### src/rtl/fir_pkg.sv
// Shared types and widths for the FIR job scheduler.
// State codes are fixed because they are exported on stateOut.
package fir_pkg;

  localparam int IN_SAMPLE_WIDTH  = 16;
  localparam int OUT_SAMPLE_WIDTH = 32;
  localparam int COUNT_WIDTH      = 16;

  typedef enum logic [1:0] {
    IDLE      = 2'd0,
    START     = 2'd1,
    WAIT_DONE = 2'd2,
    LOAD      = 2'd3
  } state_e;

endpackage

### src/rtl/sat_counter.sv
// Saturating up-counter; two_i bumps by two so that two
// drop events landing in the same cycle are both counted.
import fir_pkg::*;

module sat_counter #(
  parameter int WIDTH = COUNT_WIDTH
) (
  input  logic             clk,
  input  logic             nResetIn,
  input  logic             en_i,
  input  logic             two_i,
  output logic [WIDTH-1:0] cnt_o
);

  localparam logic [WIDTH:0] ONE = (WIDTH+1)'(1);
  localparam logic [WIDTH:0] TWO = (WIDTH+1)'(2);

  logic [WIDTH-1:0] cnt_q, cnt_d;
  logic [WIDTH:0]   sum;

  // next count, clamped at all-ones on carry out
  always_comb begin
    sum   = {1'b0, cnt_q} + (two_i ? TWO : ONE);
    cnt_d = cnt_q;
    if (en_i)
      cnt_d = sum[WIDTH] ? '1 : sum[WIDTH-1:0];
  end

  // count register
  always_ff @(posedge clk or negedge nResetIn) begin
    if (!nResetIn) cnt_q <= '0;
    else           cnt_q <= cnt_d;
  end

  assign cnt_o = cnt_q;

endmodule

### src/rtl/fir_job_scheduler.sv
// Schedules SPI packets onto the FIR datapath with a one-entry
// pending slot, a done timeout and coefficient-load lockout.
import fir_pkg::*;

module fir_job_scheduler #(
  parameter int SAMPLES_NUM    = 8,
  parameter int TIMEOUT_CYCLES = 4096
) (
  input  logic                                   clk,
  input  logic                                   nResetIn,
  input  logic                                   pktValidIn,
  input  logic [IN_SAMPLE_WIDTH*SAMPLES_NUM-1:0] pktDataIn,
  input  logic                                   firLoadIn,
  output logic                                   firStartOut,
  output logic [IN_SAMPLE_WIDTH*SAMPLES_NUM-1:0] firDataOut,
  input  logic                                   firDoneIn,
  input  logic [OUT_SAMPLE_WIDTH*SAMPLES_NUM-1:0] firResultIn,
  output logic [OUT_SAMPLE_WIDTH*SAMPLES_NUM-1:0] txDataOut,
  output logic                                   busyOut,
  output logic [1:0]                             stateOut,
  output logic [COUNT_WIDTH-1:0]                 dropCountOut,
  output logic [COUNT_WIDTH-1:0]                 timeoutCountOut
);

  localparam int IW = IN_SAMPLE_WIDTH * SAMPLES_NUM;
  localparam int OW = OUT_SAMPLE_WIDTH * SAMPLES_NUM;
  localparam int TW = $clog2(TIMEOUT_CYCLES + 1);
  localparam logic [TW-1:0] TLAST = TW'(TIMEOUT_CYCLES - 1);

  state_e        state_q, state_d;
  logic [TW-1:0] cnt_q, cnt_d;
  logic          pend_v_q, pend_v_d;
  logic [IW-1:0] pend_q, pend_d;
  logic [IW-1:0] fdata_q, fdata_d;
  logic [OW-1:0] res_q, res_d;
  logic [OW-1:0] tx_q, tx_d;
  logic          start_q, start_d;
  logic          drop_en, drop_two, tmo_en;

  // next state, datapath loads and counter enables
  always_comb begin
    state_d  = state_q;
    cnt_d    = cnt_q;
    pend_v_d = pend_v_q;
    pend_d   = pend_q;
    fdata_d  = fdata_q;
    res_d    = res_q;
    tx_d     = tx_q;
    start_d  = 1'b0;
    drop_en  = 1'b0;
    drop_two = 1'b0;
    tmo_en   = 1'b0;
    if (pktValidIn)
      tx_d = res_q;
    unique case (state_q)
      IDLE: begin
        if (firLoadIn) begin
          state_d  = LOAD;
          pend_v_d = 1'b0;
          drop_en  = pend_v_q | pktValidIn;
          drop_two = pend_v_q & pktValidIn;
        end else if (pend_v_q) begin
          state_d  = START;
          fdata_d  = pend_q;
          pend_v_d = pktValidIn;
          if (pktValidIn)
            pend_d = pktDataIn;
        end else if (pktValidIn) begin
          state_d = START;
          fdata_d = pktDataIn;
        end
      end
      START, WAIT_DONE: begin
        if (pktValidIn) begin
          if (pend_v_q) begin
            drop_en = 1'b1;
          end else begin
            pend_v_d = 1'b1;
            pend_d   = pktDataIn;
          end
        end
        if (state_q == START) begin
          start_d = 1'b1;
          cnt_d   = '0;
          state_d = WAIT_DONE;
        end else if (firDoneIn) begin
          res_d   = firResultIn;
          state_d = IDLE;
        end else if (cnt_q == TLAST) begin
          tmo_en  = 1'b1;
          state_d = IDLE;
        end else begin
          cnt_d = cnt_q + TW'(1);
        end
      end
      LOAD: begin
        drop_en = pktValidIn;
        if (!firLoadIn)
          state_d = IDLE;
      end
    endcase
  end

  // state and datapath registers
  always_ff @(posedge clk or negedge nResetIn) begin
    if (!nResetIn) begin
      state_q  <= IDLE;
      cnt_q    <= '0;
      pend_v_q <= 1'b0;
      pend_q   <= '0;
      fdata_q  <= '0;
      res_q    <= '0;
      tx_q     <= '0;
      start_q  <= 1'b0;
    end else begin
      state_q  <= state_d;
      cnt_q    <= cnt_d;
      pend_v_q <= pend_v_d;
      pend_q   <= pend_d;
      fdata_q  <= fdata_d;
      res_q    <= res_d;
      tx_q     <= tx_d;
      start_q  <= start_d;
    end
  end

  sat_counter #(.WIDTH(COUNT_WIDTH)) u_drop (
    .clk      (clk),
    .nResetIn (nResetIn),
    .en_i     (drop_en),
    .two_i    (drop_two),
    .cnt_o    (dropCountOut)
  );

  sat_counter #(.WIDTH(COUNT_WIDTH)) u_tmo (
    .clk      (clk),
    .nResetIn (nResetIn),
    .en_i     (tmo_en),
    .two_i    (1'b0),
    .cnt_o    (timeoutCountOut)
  );

  assign firStartOut = start_q;
  assign firDataOut  = fdata_q;
  assign txDataOut   = tx_q;
  assign busyOut     = (state_q != IDLE);
  assign stateOut    = state_q;

endmodule

### config.mk
export PLATFORM = sky130hd
export DESIGN_NAME = fir_job_scheduler
export DESIGN_NICKNAME = d
export VERILOG_FILES = /design/src/rtl/fir_pkg.sv /design/src/rtl/sat_counter.sv /design/src/rtl/fir_job_scheduler.sv
export SDC_FILE = /design/constraint.sdc
export NUM_CORES = 1
export LEC_CHECK = 0
export CAP_MARGIN = 20
export CORE_AREA = 5 5 308 310
export CTS_CLUSTER_DIAMETER = 40
export DETAILED_ROUTE_END_ITERATION = 16
export DIE_AREA = 0 0 313 315
export GPL_TIMING_DRIVEN = 0
export PLACE_DENSITY_LB_ADDON = 0.3
export SLEW_MARGIN = 15
export SYNTH_ARGS = -nofsm -noshare
export SYNTH_HDL_FRONTEND = slang
export SYNTH_SLANG_ARGS = --single-unit
### constraint.sdc
create_clock -name clk -period 2.85 [get_ports clk]
set_input_delay 0.285 -clock clk [delete_from_list [all_inputs] [get_ports clk]]
set_output_delay 0.285 -clock clk [all_outputs]
set_load 0.02 [all_outputs]
==> results.md, run 1 <==
- Slew Viols, Final: 0
- RSZ-0062 raised after global routing: yes
- Endpoint type of the worst setup path: flip-flop
- DR vias: 21789
- Initial Util: 35.33%
- Clk slew on worst S/H paths: 0.06 ns
- Final worst slack: 0.05189 ns
- Post-layout util: 50.93%
- Dpl ws: -1.164 ns
- Total negative slack: 0 ns
- CTS Buf Count: 121
- Post-synth EDFFs: 0
- Cell Rows: 111
- Largest fanout on the critical path: 10
- Longest Clk Path Bufs: 3
- Initial drt markers: 1135
- # Max-Cap Violations: 0
- Root buf cell: clkbuf_16
- Syn nets: 2627
- Initial antenna violation count: 27
- Final setup violation count: 0
- Total GRT Usage: 19.33%
- Clk_skew: 0.02124 ns
- Die area: 98600 sq um
- Top-Level Pins: 809
- Final period utilization: 98.18%
- Core area: 91390 sq um
- CP arrival: 3.35 ns
- Routed wire per std cell: 21.67 microns
- # fillers: 7963
- Flop-to-flop setup slack: 0.05 ns
- Xor and xnor area share after synthesis: 0.02713%
- First-pass GRT wire length: 146700 microns
- Post-synth ARST share: 100.0%
- Pin count of the biggest net entering global routing: 103
- Dpl hpwl: 72250 microns
- Min-Delay Path Class: in2reg
- Multi-input gate area: 11330 sq um
- Mux cell area share after synthesis: 26.90%
- Final #Nets: 3572
- Remaining antenna violation count after routing: 0
- Placed insts: 4230
- CP Launch Type: flip-flop
- Mapped cell area: 32290 sq um
- H-Tree Depth: 3
- Count of input and output buffers: 807
- Cells after Synth: 2229
- Normalized max-slew margin: 31.93%
- Die height: 315 microns
- Seq cells post-synth: 817
- Avg Vias per Cell: 4.865
- Worst-Margin Slew: 1.013 ns
- Synth unique cells: 57
- Status: complete, no violations
- Number of remaining DRC errors: 0
- Period minus WS final: 2.798 ns
- Top_reg_cell synth: dfrtp_1
- Overall Power: 58.67 mW
- CP required: 3.40 ns
- Layout cells sized above 1: 29.12%
- Global route overflow: 0
- Die width: 313 microns
- Post-Synth Simple-Gate Area: 4.437%
- FF+latch area: 20450 sq um
- Syn. warnings: 0
- Clk sinks: 817
- WS Path Type: reg2reg
- Worst-Skew Late Latency: 0.70 ns
- Power per cell area: 1261 nW/um^2
- DR pass1 iterations: 5
- Synthesized area per cell: 14.49 sq um
- Fin cells: 4479
- Sequential fraction of the synthesis area: 63.32%
- Adder-Cell Fraction of Synth Area: 0.3720%
- Drt total wl: 97040 microns
- VDD IR-drop max: 0.8382 mV
- Fmax: 357.4 MHz
- Synth-to-layout area growth: 44.14%
- Vias in the first global route: 23263
- CTS tree: yes
- Pleak: 19.96 nW
- Fin. Hold Viols: 0
- Area fraction in compound gates after synthesis: 3.205%
- Routability Congestion: 0.8169
- Main combinational cell family by area after synthesis: multiplexers
where the power goes:
group / switching [mW] / internal, mW / leakage (nW)
logic: 11.2 / 11.8 / 8.28
clock network: 5.59 / 9.66 / 2.04
registers: 2.98 / 17.4 / 9.63
metrics by stage:
step,hold slack (ns),area [sq um]
6_report,0.1969,46540
5_1_grt,0.1409,46520
4_1_cts,0.1280,46400
3_5_place_dp,0.3711,42080
3_3_place_gp,0.4804,41850
2_1_floorplan,-0.01059,32290
cells by family (layout without fill, tap and decap cells):
logic type               after synthesis  in the layout
AO/OA/AOI/OAI                        186            186
multiplexers                         786            786
buffers and inverters                142           1192
XOR/XNOR                               1              1
other                                  0             14
flip-flops                           817            817
AND/OR/NAND/NOR                      288            288
adder cells (fa/ha/maj)                9              9
worst paths after layout:
kind	end	cells past startpoint	start
worst max-delay path	u_tmo.cnt_o[8]	9	stateOut[1]
worst min-delay path	res_q[168]	2	firResultIn[168]
worst max register to register	u_tmo.cnt_o[8]	9	stateOut[1]
worst min register to register	txDataOut[151]	1	res_q[151]
max in group asynchronous	res_q[191]	5	nResetIn
min in group asynchronous	firDataOut[69]	2	nResetIn
critical path, cell delays in order (launching register included):
cell and delay (ns):
dfrtp_1 0.38, inv_1 0.09, ha_2 0.32, buf_4 0.15, or3b_1 0.34, buf_2 0.20
or2_1 0.24, clkbuf_1 0.19, nor4_1 0.37, mux2_2 0.38
cell usage in the layout, fill, tap and decap left out, drive strengths merged, types with 3 or more instances in the layout:
cell type | synthesis | routed
dfrtp | 817 | 817
clkdlybuf4s50 | 0 | 806
mux2 | 653 | 653
clkbuf | 98 | 254
a21oi | 138 | 138
nor2 | 136 | 136
mux2i | 133 | 133
buf | 28 | 45
nand3 | 34 | 34
nand2 | 30 | 30
clkinv | 0 | 30
inv | 16 | 27
or4 | 21 | 21
clkinvlp | 0 | 15
diode | 0 | 14
bufinv | 0 | 14
o21ai | 14 | 14
nand4 | 13 | 13
nor3 | 12 | 12
or3 | 8 | 8
ha | 8 | 8
o31ai | 7 | 7
nand2b | 6 | 6
nor4 | 6 | 6
a21o | 4 | 4
and4 | 4 | 4
nor4b | 4 | 4
nor2b | 3 | 3
o311ai | 3 | 3
metal layers:
layer / share of wire, % / vias to the layer above / track usage, %
met5: 0.14 / - / 0
met4: 2.6 / 22 / 5.411
met3: 9.8 / 181 / 8.637
met2: 50 / 688 / 33.18
met1: 38 / 11008 / 21.97
li1: - / 9890 / -
Yosys cell counts (2+ instances only):
cell	instances	share of area, %
o221ai_1	2	0.054
nor3_1	12	0.19
nor4_2	2	0.077
nand2_1	30	0.35
o211ai_1	2	0.046
nor2_1	136	1.6
a21oi_1	138	2.1
dfrtp_1	817	63
mux2_2	653	23
o31ai_1	7	0.16
and4_1	3	0.081
buf_2	15	0.23
nand4_1	12	0.23
a31oi_1	2	0.039
and3_1	2	0.039
o311ai_0	3	0.081
or4_1	16	0.37
inv_1	16	0.19
nand3b_1	2	0.046
or3_1	8	0.16
clkbuf_1	98	1.1
a211oi_1	2	0.046
nor2b_1	3	0.058
nor3b_1	2	0.046
nor4b_1	4	0.11
mux2i_1	133	4.1
nor4_1	4	0.077
ha_1	8	0.31
or4_4	4	0.14
a21o_1	4	0.093
nand3_1	34	0.53
o41ai_1	2	0.054
nand2b_1	6	0.12
o21ai_0	13	0.20
buf_1	11	0.13
a32o_1	2	0.062
final cells by class:
| class | instances | area share, % |
|---|---|---|
| sequential | 817 | 43.93 |
| buffer | 123 | 1.196 |
| tap | 1186 | 3.188 |
| multi-input combinational | 1270 | 24.35 |
| timing repair buffer | 825 | 18.02 |
| inverter | 16 | 0.1290 |
| clock buffer | 158 | 7.258 |
| antenna | 14 | 0.07527 |
| clock inverter | 70 | 1.855 |
what timing repair did:
| action | CTS | global route |
|---|---|---|
| gates resized for setup | 26 | 42 |
| setup buffers | 1 | 6 |
| setup endpoints to repair | 514 | 209 |
| endpoints found under the hold margin | 88 | 0 |
| hold buffers | 1 | 0 |
| pin swaps | 2 | 3 |
state kept, by name, indices dropped and copies added (netlist names):
register and flops:
res_q 256, txDataOut 256, firDataOut 128, pend_q 128, u_drop.cnt_o 16, u_tmo.cnt_o 16, cnt_q 13, stateOut 2
firStartOut 1, pend_v_q 1
Note: power is estimated with default switching activity, not from simulation.
==> run 2, diff against run 1 <==
--- a/config.mk
+++ b/config.mk
@@ -5,6 +5,7 @@
 export SDC_FILE = /design/constraint.sdc
 export NUM_CORES = 1
 export LEC_CHECK = 0
+export ABC_AREA = 0
 export CAP_MARGIN = 20
 export CORE_AREA = 5 5 308 310
 export CTS_CLUSTER_DIAMETER = 40
@@ -12,6 +13,7 @@
 export DIE_AREA = 0 0 313 315
 export GPL_TIMING_DRIVEN = 0
 export PLACE_DENSITY_LB_ADDON = 0.3
+export SETUP_SLACK_MARGIN = 0.02
 export SLEW_MARGIN = 15
 export SYNTH_ARGS = -nofsm -noshare
 export SYNTH_HDL_FRONTEND = slang
==> constraint.sdc (replaced) <==
create_clock -name clk -period 2.85 [get_ports clk]
set_input_delay 0.285 -clock clk [delete_from_list [all_inputs] [get_ports clk]]
set_output_delay 0.285 -clock clk [all_outputs]
set_load 0.05 [all_outputs]
==> results.md, run 2 (synthesized netlist as in run 1, its figures left out) <==
- Fin cells: 4484 (+0.11%)
- DR vias: 21798 (+0.041%)
- Initial drt markers: 1093 (-3.7%)
- CP Launch Type: flip-flop
- H-Tree Depth: 3 (unchanged)
- Sequential power share: 31.1% (-3.7 points)
- WL met3: 9533 microns (-0.12%)
- Pin count of the biggest net entering global routing: 100 (-2.9%)
- Routability Congestion: 0.8101 (-0.83%)
- Min-Delay Path Class: in2async
- Worst-Margin Slew: 0.9511 ns (-0.06153 ns)
- Period minus WS final: 2.707 ns (-0.09130 ns)
- Final period utilization: 94.98% (-3.2 points)
- Overall Power: 65.81 mW (+12%)
- Fin. Hold Viols: 0 (unchanged)
- Core area: 91390 sq um (unchanged)
- Die height: 315 microns (unchanged)
- Placed insts: 4231 (+0.024%)
- Cell Rows: 111 (unchanged)
- Most common cell after layout, fill and taps aside: dfrtp_1
- Fmax: 369.4 MHz (+3.4%)
- Power per cell area: 1409 nW/um^2 (+12%)
- Longest Clk Path Bufs: 3 (unchanged)
- Power Internal: 39.15 mW (+0.76%)
- Worst-Skew Late Latency: 0.70 ns (about the same)
- Crit path max-delay cell type: dfrtp_2
- Switching part of the total power: 40.51% (+6.7 points)
- Dpl hpwl: 73840 microns (+2.2%)
- Crit-path most repeated cell: inv_1
- VDD IR-drop max: 0.8282 mV (-1.2%)
- Clk slew on worst S/H paths: 0.06 ns (about the same)
- Routed wire per std cell: 22.14 microns (+2.2%)
- Clock share of power: 23.7% (-2.3 points)
- Remaining antenna violation count after routing: 0 (unchanged)
- CP arrival: 3.29 ns (-0.06 ns)
- Total GRT Usage: 19.64% (+0.31 points)
- Clk_skew: 0.02924 ns (+0.007998 ns)
- Number of remaining DRC errors: 0 (unchanged)
- Avg Vias per Cell: 4.861 (about the same)
- Met2 wire length: 50180 microns (+3.8%)
- Clk sinks: 817 (unchanged)
- WS Path Type: reg2reg
- Die width: 313 microns (unchanged)
- Endpoint type of the worst setup path: flip-flop
- Sum of routed wire segments on met1: 37130 microns (+1.8%)
- CTS tree: yes
- Normalized max-slew margin: 36.40% (+4.5 points)
- Largest fanout on the critical path: 7 (-3)
- Final #Nets: 3577 (+0.14%)
- Die area: 98600 sq um (unchanged)
- Initial Util: 35.33% (unchanged)
- Root buf cell: clkbuf_16
- Highest Signal Layer: met5
- CTS Buf Count: 119 (-1.7%)
- # Max-Cap Violations: 0 (unchanged)
- Status: complete, no violations
- Global route overflow: 0 (unchanged)
- Final setup violation count: 0 (unchanged)
- Slowest stage delay, CP: 0.38 ns (about the same)
- Drt total wl: 99280 microns (+2.3%)
- Layout cells sized above 1: 29.60% (+0.48 points)
- Highest-count cells in the layout ignoring fill and taps: dfrtp_1 (814), clkdlybuf4s50_1 (806), mux2_2 (653), a21oi_1 (138), nor2_1 (136)
- Vias in the first global route: 23102 (-0.69%)
- Gate power share: 45.2% (+6.0 points)
- CP required: 3.43 ns (+0.03 ns)
- First-pass GRT wire length: 148200 microns (+1.0%)
- Pleak: 20.04 nW (+0.43%)
- Worst path cell trace: inv_1 -> ha_1 -> nand4_1 -> ha_2 -> inv_1 -> fa_2 -> buf_4 -> nor4_1 -> nand3_2 -> a31oi_1
- Top-Level Pins: 809 (unchanged)
- Initial antenna violation count: 29 (+7.4%)
- DR pass1 iterations: 5 (unchanged)
- Switching pwr: 26.66 mW (+35%)
- Slew Viols, Final: 0 (unchanged)
- Count of input and output buffers: 807 (unchanged)
- Synth-to-layout area growth: 44.68%
- RSZ-0062 raised after global routing: yes
-- run 2: worst max-delay path, delay by kind of cell, from the launching register on --
kind	cells	cell delay (ns)
AO/OA/AOI/OAI	1	0.25
adder cells (fa/ha/maj)	3	0.85
buffers and inverters	3	0.32
flip-flops	1	0.38
AND/OR/NAND/NOR	3	0.83
-- run 2: area by class of cell --
type | count | area, sq um
antenna | 18 | 45.04
buffer | 123 | 561.8
clock buffer | 141 | 3232
clock inverter | 81 | 1094
fill | 7925 | 44670
inverter | 16 | 60.06
multi-input combinational | 1270 | 11330
sequential | 817 | 20450
tap | 1186 | 1484
timing repair buffer | 832 | 8466
-- run 2: power by group through the flow --
| stage | combinational [mW] | clock, mW | sequential (mW) |
|---|---|---|---|
| after floorplan | 9.54 | 0 | 30.0 |
| after global placement | 29.5 | 0 | 20.6 |
| after detailed placement | 29.8 | 0 | 20.6 |
| after CTS | 30.0 | 16.0 | 20.5 |
| after global routing | 31.3 | 16.5 | 21.2 |
| final | 29.8 | 15.6 | 20.4 |
-- run 2: worst paths after layout --
| kind | startpoint | to | slack (ns) | cells after the start |
|---|---|---|---|---|
| worst max-delay path | stateOut[1] | u_drop.cnt_o[11] | 0.14 | 10 |
| worst min-delay path | nResetIn | firDataOut[71] | 0.12 | 3 |
| worst max register to register | stateOut[1] | u_drop.cnt_o[11] | 0.14 | 10 |
| worst min register to register | res_q[106] | txDataOut[106] | 0.49 | 1 |
| max in group asynchronous | nResetIn | res_q[161] | 0.74 | 6 |
| min in group clk | firResultIn[175] | res_q[175] | 0.21 | 2 |
-- run 2: through the flow --
step | hold slack (ns) | utilization (%) | setup slack (ns) | setup TNS (ns) | instance area (sq um)
after floorplan | -0.01059 | - | 0.03463 | 0 | 32290
after global placement | 0.4803 | 45.80 | -39.85 | - | 41860
after detailed placement | 0.1529 | 46.08 | -1.443 | -323.24 | 42110
after CTS | 0.05366 | 50.94 | 0.03720 | 0 | 46550
after global routing | 0.09455 | 51.10 | 0.004021 | 0 | 46700
final | 0.1191 | 51.12 | 0.1432 | 0 | 46720
-- run 2: what timing repair did --
action / CTS / global route
endpoints found under the hold margin: 108 / 0
resized for setup: 42 / 15
pin swaps: 1 / 6
hold buffers: 2 / 0
setup buffers: 1 / 13
setup endpoints to repair: 517 / 64
-- run 2: layer usage --
| metal | global-route usage (%) | vias up |
|---|---|---|
| li1 | - | 9892 |
| met3 | 8.670 | 155 |
| met1 | 22.19 | 11044 |
| met4 | 5.512 | 20 |
| met2 | 33.95 | 687 |
| met5 | 0 | - |
